$ cat src/rtl/pulse_sync_sched.sv
// pulse_sync_sched: shares one toggle-based pulse_sync crossing among NUM_REQ
// event requesters. Each requester has a saturating pending counter. A
// round-robin arbiter selects the next requester, and the block issues one
// spaced pulse at a time together with the granted requester id.
// Optional feature: define PULSE_SYNC_SCHED_ACK_EN to add ack_pulse and the
// WAIT_ACK state, which limits the block to one outstanding event at a time.
module pulse_sync_sched #(
  parameter int unsigned NUM_REQ = 4,
  parameter int unsigned ID_W    = 2,
  parameter int unsigned CNT_W   = 3,
  parameter int unsigned GAP     = 8
) (
  input  logic               clk,
  input  logic               rst_n,
  input  logic               en,
  input  logic [NUM_REQ-1:0] req_pulse,
  input  logic [NUM_REQ-1:0] ovf_clr,
`ifdef PULSE_SYNC_SCHED_ACK_EN
  input  logic               ack_pulse,
`endif
  output logic               sync_pulse,
  output logic [ID_W-1:0]    sync_id,
  output logic [NUM_REQ-1:0] ovf,
  output logic               busy
);

  localparam int unsigned GC_W = (GAP > 2) ? $clog2(GAP) : 1;

  typedef enum logic [1:0] {
    ST_IDLE,
    ST_GAP
`ifdef PULSE_SYNC_SCHED_ACK_EN
    , ST_WAIT_ACK
`endif
  } state_t;

  state_t                          state;
  logic [GC_W-1:0]                 gap_cnt;
  logic [ID_W-1:0]                 rr_ptr;
  logic [NUM_REQ-1:0][CNT_W-1:0]   cnt;
  logic [NUM_REQ-1:0]              pend;
  logic [ID_W-1:0]                 winner;
  logic [ID_W-1:0]                 next_ptr;
  logic                            found;
  logic                            issue;
  int unsigned                     win_idx;
`ifdef PULSE_SYNC_SCHED_ACK_EN
  logic                            ack_seen;
`endif

  // Round-robin search: first pending requester at or above rr_ptr, wrapping.
  always_comb begin
    found   = 1'b0;
    winner  = '0;
    win_idx = 0;
    for (int unsigned k = 0; k < NUM_REQ; k++) begin
      win_idx = 32'(rr_ptr) + k;
      if (win_idx >= NUM_REQ) win_idx = win_idx - NUM_REQ;
      if (!found && pend[ID_W'(win_idx)]) begin
        found  = 1'b1;
        winner = ID_W'(win_idx);
      end
    end
  end

  assign next_ptr = (winner == ID_W'(NUM_REQ - 1)) ? '0 : winner + 1'b1;
  assign issue    = (state == ST_IDLE) && en && (|pend);
  assign busy     = (state != ST_IDLE) || (|pend);

  for (genvar g = 0; g < NUM_REQ; g++) begin : g_req
    logic inc;
    logic dec;
    logic sat;

    assign inc     = req_pulse[g];
    assign dec     = issue && (winner == ID_W'(g));
    assign sat     = &cnt[g];
    assign pend[g] = |cnt[g];

    // Pending counter with saturation; a dropped event sets the sticky flag,
    // and a set wins over a same-cycle clear.
    always_ff @(posedge clk) begin
      if (!rst_n) begin
        cnt[g] <= '0;
        ovf[g] <= 1'b0;
      end else begin
        if (inc && !dec && !sat) cnt[g] <= cnt[g] + 1'b1;
        else if (dec && !inc)    cnt[g] <= cnt[g] - 1'b1;
        if (inc && !dec && sat)  ovf[g] <= 1'b1;
        else if (ovf_clr[g])     ovf[g] <= 1'b0;
      end
    end
  end

  // Issue FSM: one registered pulse, then GAP-1 cycles of spacing before IDLE.
  always_ff @(posedge clk) begin
    if (!rst_n) begin
      state      <= ST_IDLE;
      sync_pulse <= 1'b0;
      sync_id    <= '0;
      rr_ptr     <= '0;
      gap_cnt    <= '0;
`ifdef PULSE_SYNC_SCHED_ACK_EN
      ack_seen   <= 1'b0;
`endif
    end else begin
      sync_pulse <= 1'b0;
      case (state)
        ST_IDLE: begin
          if (issue) begin
            sync_pulse <= 1'b1;
            sync_id    <= winner;
            rr_ptr     <= next_ptr;
            gap_cnt    <= GC_W'(GAP - 2);
            state      <= ST_GAP;
`ifdef PULSE_SYNC_SCHED_ACK_EN
            ack_seen   <= 1'b0;
`endif
          end
        end
        ST_GAP: begin
`ifdef PULSE_SYNC_SCHED_ACK_EN
          if (ack_pulse) ack_seen <= 1'b1;
`endif
          if (gap_cnt == '0) begin
`ifdef PULSE_SYNC_SCHED_ACK_EN
            // An ack already seen during GAP is consumed here, so spacing
            // stays exactly GAP cycles instead of passing through WAIT_ACK.
            state <= (ack_seen || ack_pulse) ? ST_IDLE : ST_WAIT_ACK;
`else
            state <= ST_IDLE;
`endif
          end else begin
            gap_cnt <= gap_cnt - 1'b1;
          end
        end
`ifdef PULSE_SYNC_SCHED_ACK_EN
        ST_WAIT_ACK: begin
          if (ack_pulse) state <= ST_IDLE;
        end
`endif
        default: state <= ST_IDLE;
      endcase
    end
  end

endmodule
$ cat config.mk
export PLATFORM = sky130hd
export DESIGN_NAME = pulse_sync_sched
export DESIGN_NICKNAME = d
export VERILOG_FILES = /design/src/rtl/pulse_sync_sched.sv
export SDC_FILE = /design/constraint.sdc
export NUM_CORES = 1
export LEC_CHECK = 0
export CORE_ASPECT_RATIO = 0.7
export CORE_MARGIN = 2
export CORE_UTILIZATION = 50
export CTS_CLUSTER_SIZE = 28
export DETAILED_ROUTE_END_ITERATION = 10
export PLACE_DENSITY_LB_ADDON = 0.15
export SYNTH_ARGS = -nofsm -noshare
export SYNTH_HDL_FRONTEND = slang
export SYNTH_SLANG_ARGS = --single-unit
$ cat constraint.sdc
create_clock -name clk -period 3.65 [get_ports clk]
set_input_delay 0.73 -clock clk [delete_from_list [all_inputs] [get_ports clk]]
set_output_delay 0.73 -clock clk [all_outputs]
set_load 0.005 [all_outputs]
==> results of run 1 <==
state kept, by name, summed over array words and instances (netlist names):
signal and flops:
cnt 12, gap_cnt 3, ovf 4, rr_ptr 2, state 1, sync_id 2
sync_pulse 1
kinds of logic after synthesis:
family	synth area share, %
AOI/OAI and AO/OA	23.9
adders and majority gates	8.59
muxes	2.77
and+or+nand+nor	30.8
DFF	27.7
buffers and inverters	6.24
worst reg2reg max path: stages, from the launching register on:
cell	delay (ns)
dfxtp_1	0.40
or3_1	0.47
a21oi_1	0.20
o22ai_1	0.18
inv_1	0.12
ha_1	0.19
nand3b_1	0.15
a41oi_2	0.37
nor2_1	0.13
inv_1	0.09
fa_1	0.43
and3_1	0.15
o21ai_0	0.15
o311ai_1	0.11
cell type report:
class                      instances  area, um^2
timing repair buffer              23         218
multi-input combinational        156        1190
clock buffer                       3        41.3
inverter                          19        71.3
sequential                        25         500
tap                               50        62.6
clock inverter                     1        5.00
fill                             306        1400
per-stage QoR:
step / setup WS (ns) / total power, W
2_1_floorplan: 0.766 / 0.00113
3_5_place_dp: 0.427 / 0.00138
4_1_cts: 0.411 / 0.00155
5_1_grt: 0.0968 / 0.00169
3_3_place_gp: 0.536 / 0.00133
6_report: 0.390 / 0.00155
synthesized netlist by cell type (2+ instances only):
| library cell | count | share of area [%] |
|---|---|---|
| nor3b_1 | 8 | 3.3 |
| clkbuf_1 | 5 | 1.0 |
| nor3_4 | 2 | 1.8 |
| buf_6 | 2 | 1.2 |
| nor3_2 | 2 | 1.1 |
| fa_1 | 4 | 4.4 |
| or3_4 | 2 | 1.2 |
| and3_1 | 8 | 2.8 |
| nand2_1 | 20 | 4.2 |
| mux2i_1 | 5 | 2.8 |
| o22ai_1 | 8 | 2.8 |
| dfxtp_1 | 25 | 28 |
| a21oi_1 | 4 | 1.1 |
| o32ai_1 | 4 | 1.9 |
| o311ai_1 | 11 | 5.3 |
| ha_1 | 6 | 4.2 |
| o21a_1 | 3 | 1.2 |
| a41oi_2 | 5 | 4.5 |
| nand3b_1 | 4 | 1.7 |
| inv_1 | 18 | 3.7 |
| o21ai_1 | 7 | 1.9 |
| and2_1 | 5 | 1.7 |
| and4b_1 | 3 | 1.7 |
| nand2b_1 | 3 | 1.0 |
| nand3_1 | 4 | 1.1 |
| nand4b_1 | 8 | 3.9 |
| nor2_1 | 10 | 2.1 |
| or3_1 | 2 | 0.69 |
| a31oi_1 | 6 | 2.1 |
| o21ai_0 | 6 | 1.7 |
report_power, final:
part           total, W  internal [W]  switching [W]
clock          0.000174     0.0000768      0.0000968
combinational  0.000898      0.000395       0.000503
sequential     0.000483      0.000356       0.000127
final timing paths:
path           endpoint  slack (ns)  cells after the start
max              cnt[7]        0.39                     13
max reg2reg      cnt[7]        0.39                     13
min          sync_id[1]        0.48                      2
min reg2reg  sync_id[1]        0.48                      2
metal layers:
metal / routed length [um] / vias to the layer above / GRT usage [%]
li1: - / 831 / -
met1: 1930 / 806 / 30.0
met2: 2020 / 45 / 36.9
met3: 208 / 6 / 4.97
met4: 37 / 0 / 6.73
met5: 0 / - / 0
==> metrics, run 1 <==
Max Cap Viol 0; final setup fails 0; Ys Warns 0; Post-Syn Area 1810 um^2; Placed Cells between 200 and 300; # diodes 0; RR Startpoint cnt[0]; async set or reset register ratio after synthesis 0%; Layout Nets between 200 and 250; final hold violation count 0; Routed Antenna Nets 0; Worst-path clk slew about 0.09 ns; number of global-route vias before repair 1526; routed len/inst about 15 um; DRC 0; Synth Flop Type dfxtp_1; global-route total usage across every layer 22.6%; Bufs on Longest Clock Path 2; row cnt 18; Lkg Pwr 0.783 nW; Vias 1688; starting density of the core 51.7%; Layout area overhead 15.8%; RSZ-0062 raised after global routing false; Worst path top cell family by delay compound AO/OA/AOI/OAI gates; global-route wire length before repair between 6 and 7 mm; placed cell areas about 2000 um^2; clk root buf clkbuf_8; Arr. time, crit path about 3.4 ns; Slew @ Worst Pin around 0.65 ns; Synth Instances 207; GRT Residual Overflow 0; relative slew slack 56.5%; crit-path cells or3_1 -> a21oi_1 -> o22ai_1 -> inv_1 -> ha_1 -> nand3b_1 -> a41oi_2 -> nor2_1 -> inv_1 -> fa_1 -> and3_1 -> o21ai_0 -> o311ai_1; register area share after synthesis ~28%; Avg Cell Area, Syn between 8 and 9 um^2; Tmin final 3.26 ns; most frequent cells in the layout 25 x dfxtp_1, 20 x nand2_1, 18 x inv_1, 18 x clkdlybuf4s50_1, 11 x o311ai_1; crit-path max FO 7; critical path class reg -> reg; CP most frequent cell inv_1; Hold WS between 0.4 and 0.5 ns; CTS Hold Bufs 0; Slew Viols, Final 0; hpwl dp slightly above 3 mm; core area approximately 3500 um^2; Worst Setup SP cnt[0]; commonest non-fill, non-tap cell in the layout dfxtp_1; Initial DRT Pass Iterations 5; EDFF count, synth 0; Worst path slowest cell or3_1; CP peak stage delay 0.47 ns; Netlist cell types 37; setup total negative slack 0 ns; CTS Sinks 25; Req. time, crit path 3.81 ns; status finished, final reports clean; PortBufs 18; VDD IR max about 0.32 mV; DRT iter0 DRCs between 70 and 80; # resized after CTS 0; post-layout util 59.9%; design area 2090 um^2; Final Wtd Congestion roughly 0.82; ratio of cells with drive above 1 in the final layout about a tenth; DIE WIDTH approximately 76 um; Power Dens Cells around 740 nW/um^2; Die Ht about 54 um; Clock Latency Late Sink ~0.28 ns; total CTS buffers 3; TritonCTS clock tree built; Seq cells post-synth 25; I/O pins 19; DIE AREA around 4100 um^2; Hold Crit Start sync_id[1]; Non-Filler Instances 277; H-Tree Depth 1; pin count of the biggest net entering global routing between 50 and 60; fin crit share roughly 90%; Worst Path Buf+Inv 2; maximum clock frequency 0.307 GHz; Worst Setup End Kind register; CP Launch Type register; routed wire length 4.20 mm; Vias/cell 6.09; initial antenna violation count 0; min-delay worst type reg -> reg; postcts setup bufs 0; Clock Skew 0.00552 ns; Post-Syn Nets roughly 230
(Power assumes the default switching activity.)
==> inputs of run 2 (changes only) <==
Settings changed: CTS_CLUSTER_SIZE 28 to not set.
==> results of run 2 <==
No change in the layout: final DEF, timing and power equal those of run 1.
==> inputs of run 3 (changes only) <==
Settings changed: CORE_UTILIZATION 50 to 56, SKIP_CTS_REPAIR_TIMING set to 1.
==> run 3 against run 2 <==
Wire length is the same. Setup slack lost 0.0065 ns. Sequential share of layout area grew 0.17 points. Combinational power is essentially flat. Critical path depth shrank 1. Die area shrank 10%. Highest routed layer unchanged.
==> metrics, run 3 (synthesis results as in run 1) <==
relative slew slack 58.9% (was 56.5%); Tmin final 3.27 ns (was 3.26 ns); hpwl dp 3.01 mm (was 3.02 mm); status finished, final reports clean (unchanged); DRC 0 (unchanged); Worst-path clk slew 0.10 ns (was 0.09 ns); final setup fails 0 (unchanged); crit-path max FO 7 (unchanged); Hold Crit Start sync_id[1] (unchanged); Largest Register cnt (unchanged); total CTS buffers 3 (unchanged); Sw Pwr 0.000726 W (was 0.000727 W); CTS Sinks 25 (unchanged); Slew @ Worst Pin 0.617 ns (was 0.652 ns); CP peak stage delay 0.44 ns (was 0.47 ns); Seq. cell area 500 um^2 (unchanged); row cnt 17 (was 18); initial antenna violation count 0 (unchanged); setup total negative slack 0 ns (unchanged); starting density of the core 58.1% (was 51.7%); multi-input combinational cell area 1190 um^2 (unchanged); Seq pwr share 31.1% (about the same); clk root buf clkbuf_8 (unchanged); PortBufs 18 (unchanged); Power Dens Cells 752 nW/um^2 (was 743 nW/um^2); min-delay worst type reg -> reg (unchanged); GRT Residual Overflow 0 (unchanged); DRT iter0 DRCs 90 (was 72); Clk pwr share 11.2% (about the same); TritonCTS clock tree built (unchanged); RR Startpoint cnt[9] (was cnt[0]); Clock Skew 0.00600 ns (was 0.00552 ns); Req. time, crit path 3.81 ns (about the same); pin count of the biggest net entering global routing 54 (unchanged); Clock Latency Late Sink 0.28 ns (about the same); Bufs on Longest Clock Path 2 (unchanged); global-route wire length before repair 6.91 mm (was 6.92 mm); hold endpoint sync_id[1] (unchanged); Die Ht 51.5 um (was 54.3 um); global-route total usage across every layer 24.0% (was 22.6%); # fillers 261 (was 306); Layout area overhead 15.0% (was 15.8%); final hold violation count 0 (unchanged); r2r setup slk 0.38 ns (was 0.39 ns); Lkg Pwr 0.782 nW (was 0.783 nW); max reg flops 12 (unchanged); Max Cap Viol 0 (unchanged); ratio of cells with drive above 1 in the final layout 10.6% (unchanged); Vias/cell 6.42 (was 6.09); biggest regs cnt (12), ovf (4), gap_cnt (3) (unchanged); critical path class reg -> reg (unchanged); H-Tree Depth 1 (unchanged); Hold WS 0.487 ns (was 0.477 ns); I/O pins 19 (unchanged); RR Endpoint cnt[7] (unchanged); CP Launch Type register (unchanged); Final Wtd Congestion 0.841 (was 0.821); maximum clock frequency 0.306 GHz (was 0.307 GHz); core area 3110 um^2 (was 3490 um^2); Slew Viols, Final 0 (unchanged); # diodes 0 (unchanged); Routed Antenna Nets 0 (unchanged); internal power 0.000834 W (was 0.000827 W); most frequent cells in the layout 25 x dfxtp_1, 20 x nand2_1, 18 x inv_1, 18 x clkdlybuf4s50_1, 11 x o311ai_1 (unchanged); reg2reg path depth 12 (was 13); Layout Nets 249 (unchanged); number of global-route vias before repair 1473 (was 1526); routed wire length 4.20 mm (unchanged); Arr. time, crit path 3.43 ns (was 3.42 ns); DIE WIDTH 71.9 um (was 75.8 um); VDD IR max 0.305 mV (was 0.322 mV); commonest non-fill, non-tap cell in the layout dfxtp_1 (unchanged); Worst path slowest cell or3_4 (was or3_1); Worst Setup End Kind register (unchanged); crit-path cells or3_4 -> o21a_1 -> o22ai_1 -> ha_1 -> nand3b_1 -> a41oi_2 -> nor2_1 -> inv_1 -> fa_1 -> and3_1 -> o21ai_0 -> o311ai_1 (was or3_1 -> a21oi_1 -> o22ai_1 -> inv_1 -> ha_1 -> nand3b_1 -> a41oi_2 -> nor2_1 -> inv_1 -> fa_1 -> and3_1 -> o21ai_0 -> o311ai_1); hold path cells 2 (unchanged); DIE AREA 3700 um^2 (was 4120 um^2); routed len/inst 15.9 um (was 15.2 um); Vias 1701 (was 1688); Comb power frac 57.7% (was 57.8%); Initial DRT Pass Iterations 4 (was 5); Sw Ratio 46.5% (was 46.8%); fin crit share 89.5% (was 89.3%); RSZ-0062 raised after global routing false (unchanged)
[run 3: worst max-delay path by stage]
stage	startpoint	end	slack, ns	cells past startpoint
detailed placement	cnt[0]	cnt[4]	0.42	13
global placement	cnt[9]	cnt[1]	0.53	12
finish	cnt[9]	cnt[7]	0.38	12
global route	cnt[9]	cnt[1]	0.17	12
floorplan	cnt[9]	cnt[10]	0.77	13
CTS	cnt[0]	cnt[4]	0.40	13
[run 3: critical path: cells and delay by family (launching register included)]
family / cells / cell delay [ns]
flops: 1 / 0.43
fa+ha+maj: 2 / 0.67
compound gates: 5 / 1.06
buf+inv: 1 / 0.09
simple gates: 4 / 0.89
[run 3: stage by stage]
stage	std cells	worst slack (ns)	area (um^2)	power, W	util, %
floorplan	207	0.766	1810	0.00113	-
global placement	261	0.531	2030	0.00134	65.4
detailed placement	261	0.415	2030	0.00138	65.4
CTS	265	0.405	2080	0.00156	66.8
global route	265	0.170	2080	0.00169	66.8
finish	265	0.383	2080	0.00156	66.8
[run 3: power by group through the flow]
stage               logic (W)  registers, W  clock network [W]
floorplan            0.000666      0.000460                  0
global placement     0.000856      0.000480                  0
detailed placement   0.000893      0.000490                  0
CTS                  0.000897      0.000483           0.000179
global route          0.00100      0.000502           0.000184
finish               0.000901      0.000485           0.000174
[run 3: layout make-up]
type,instances,share of cell area [%]
multi-input combinational,156,57.4
sequential,25,24.1
timing repair buffer,23,10.5
inverter,19,3.44
tap,38,2.29
clock buffer,3,1.99
clock inverter,1,0.241
[run 3: metal layers]
layer / up-vias / wire length [um] / GRT usage, %
met3: 4 / 256 / 4.84
met1: 802 / 1990 / 32.1
met5: - / 0 / 0
li1: 826 / - / -
met2: 69 / 1930 / 39.8
met4: 0 / 31 / 6.29
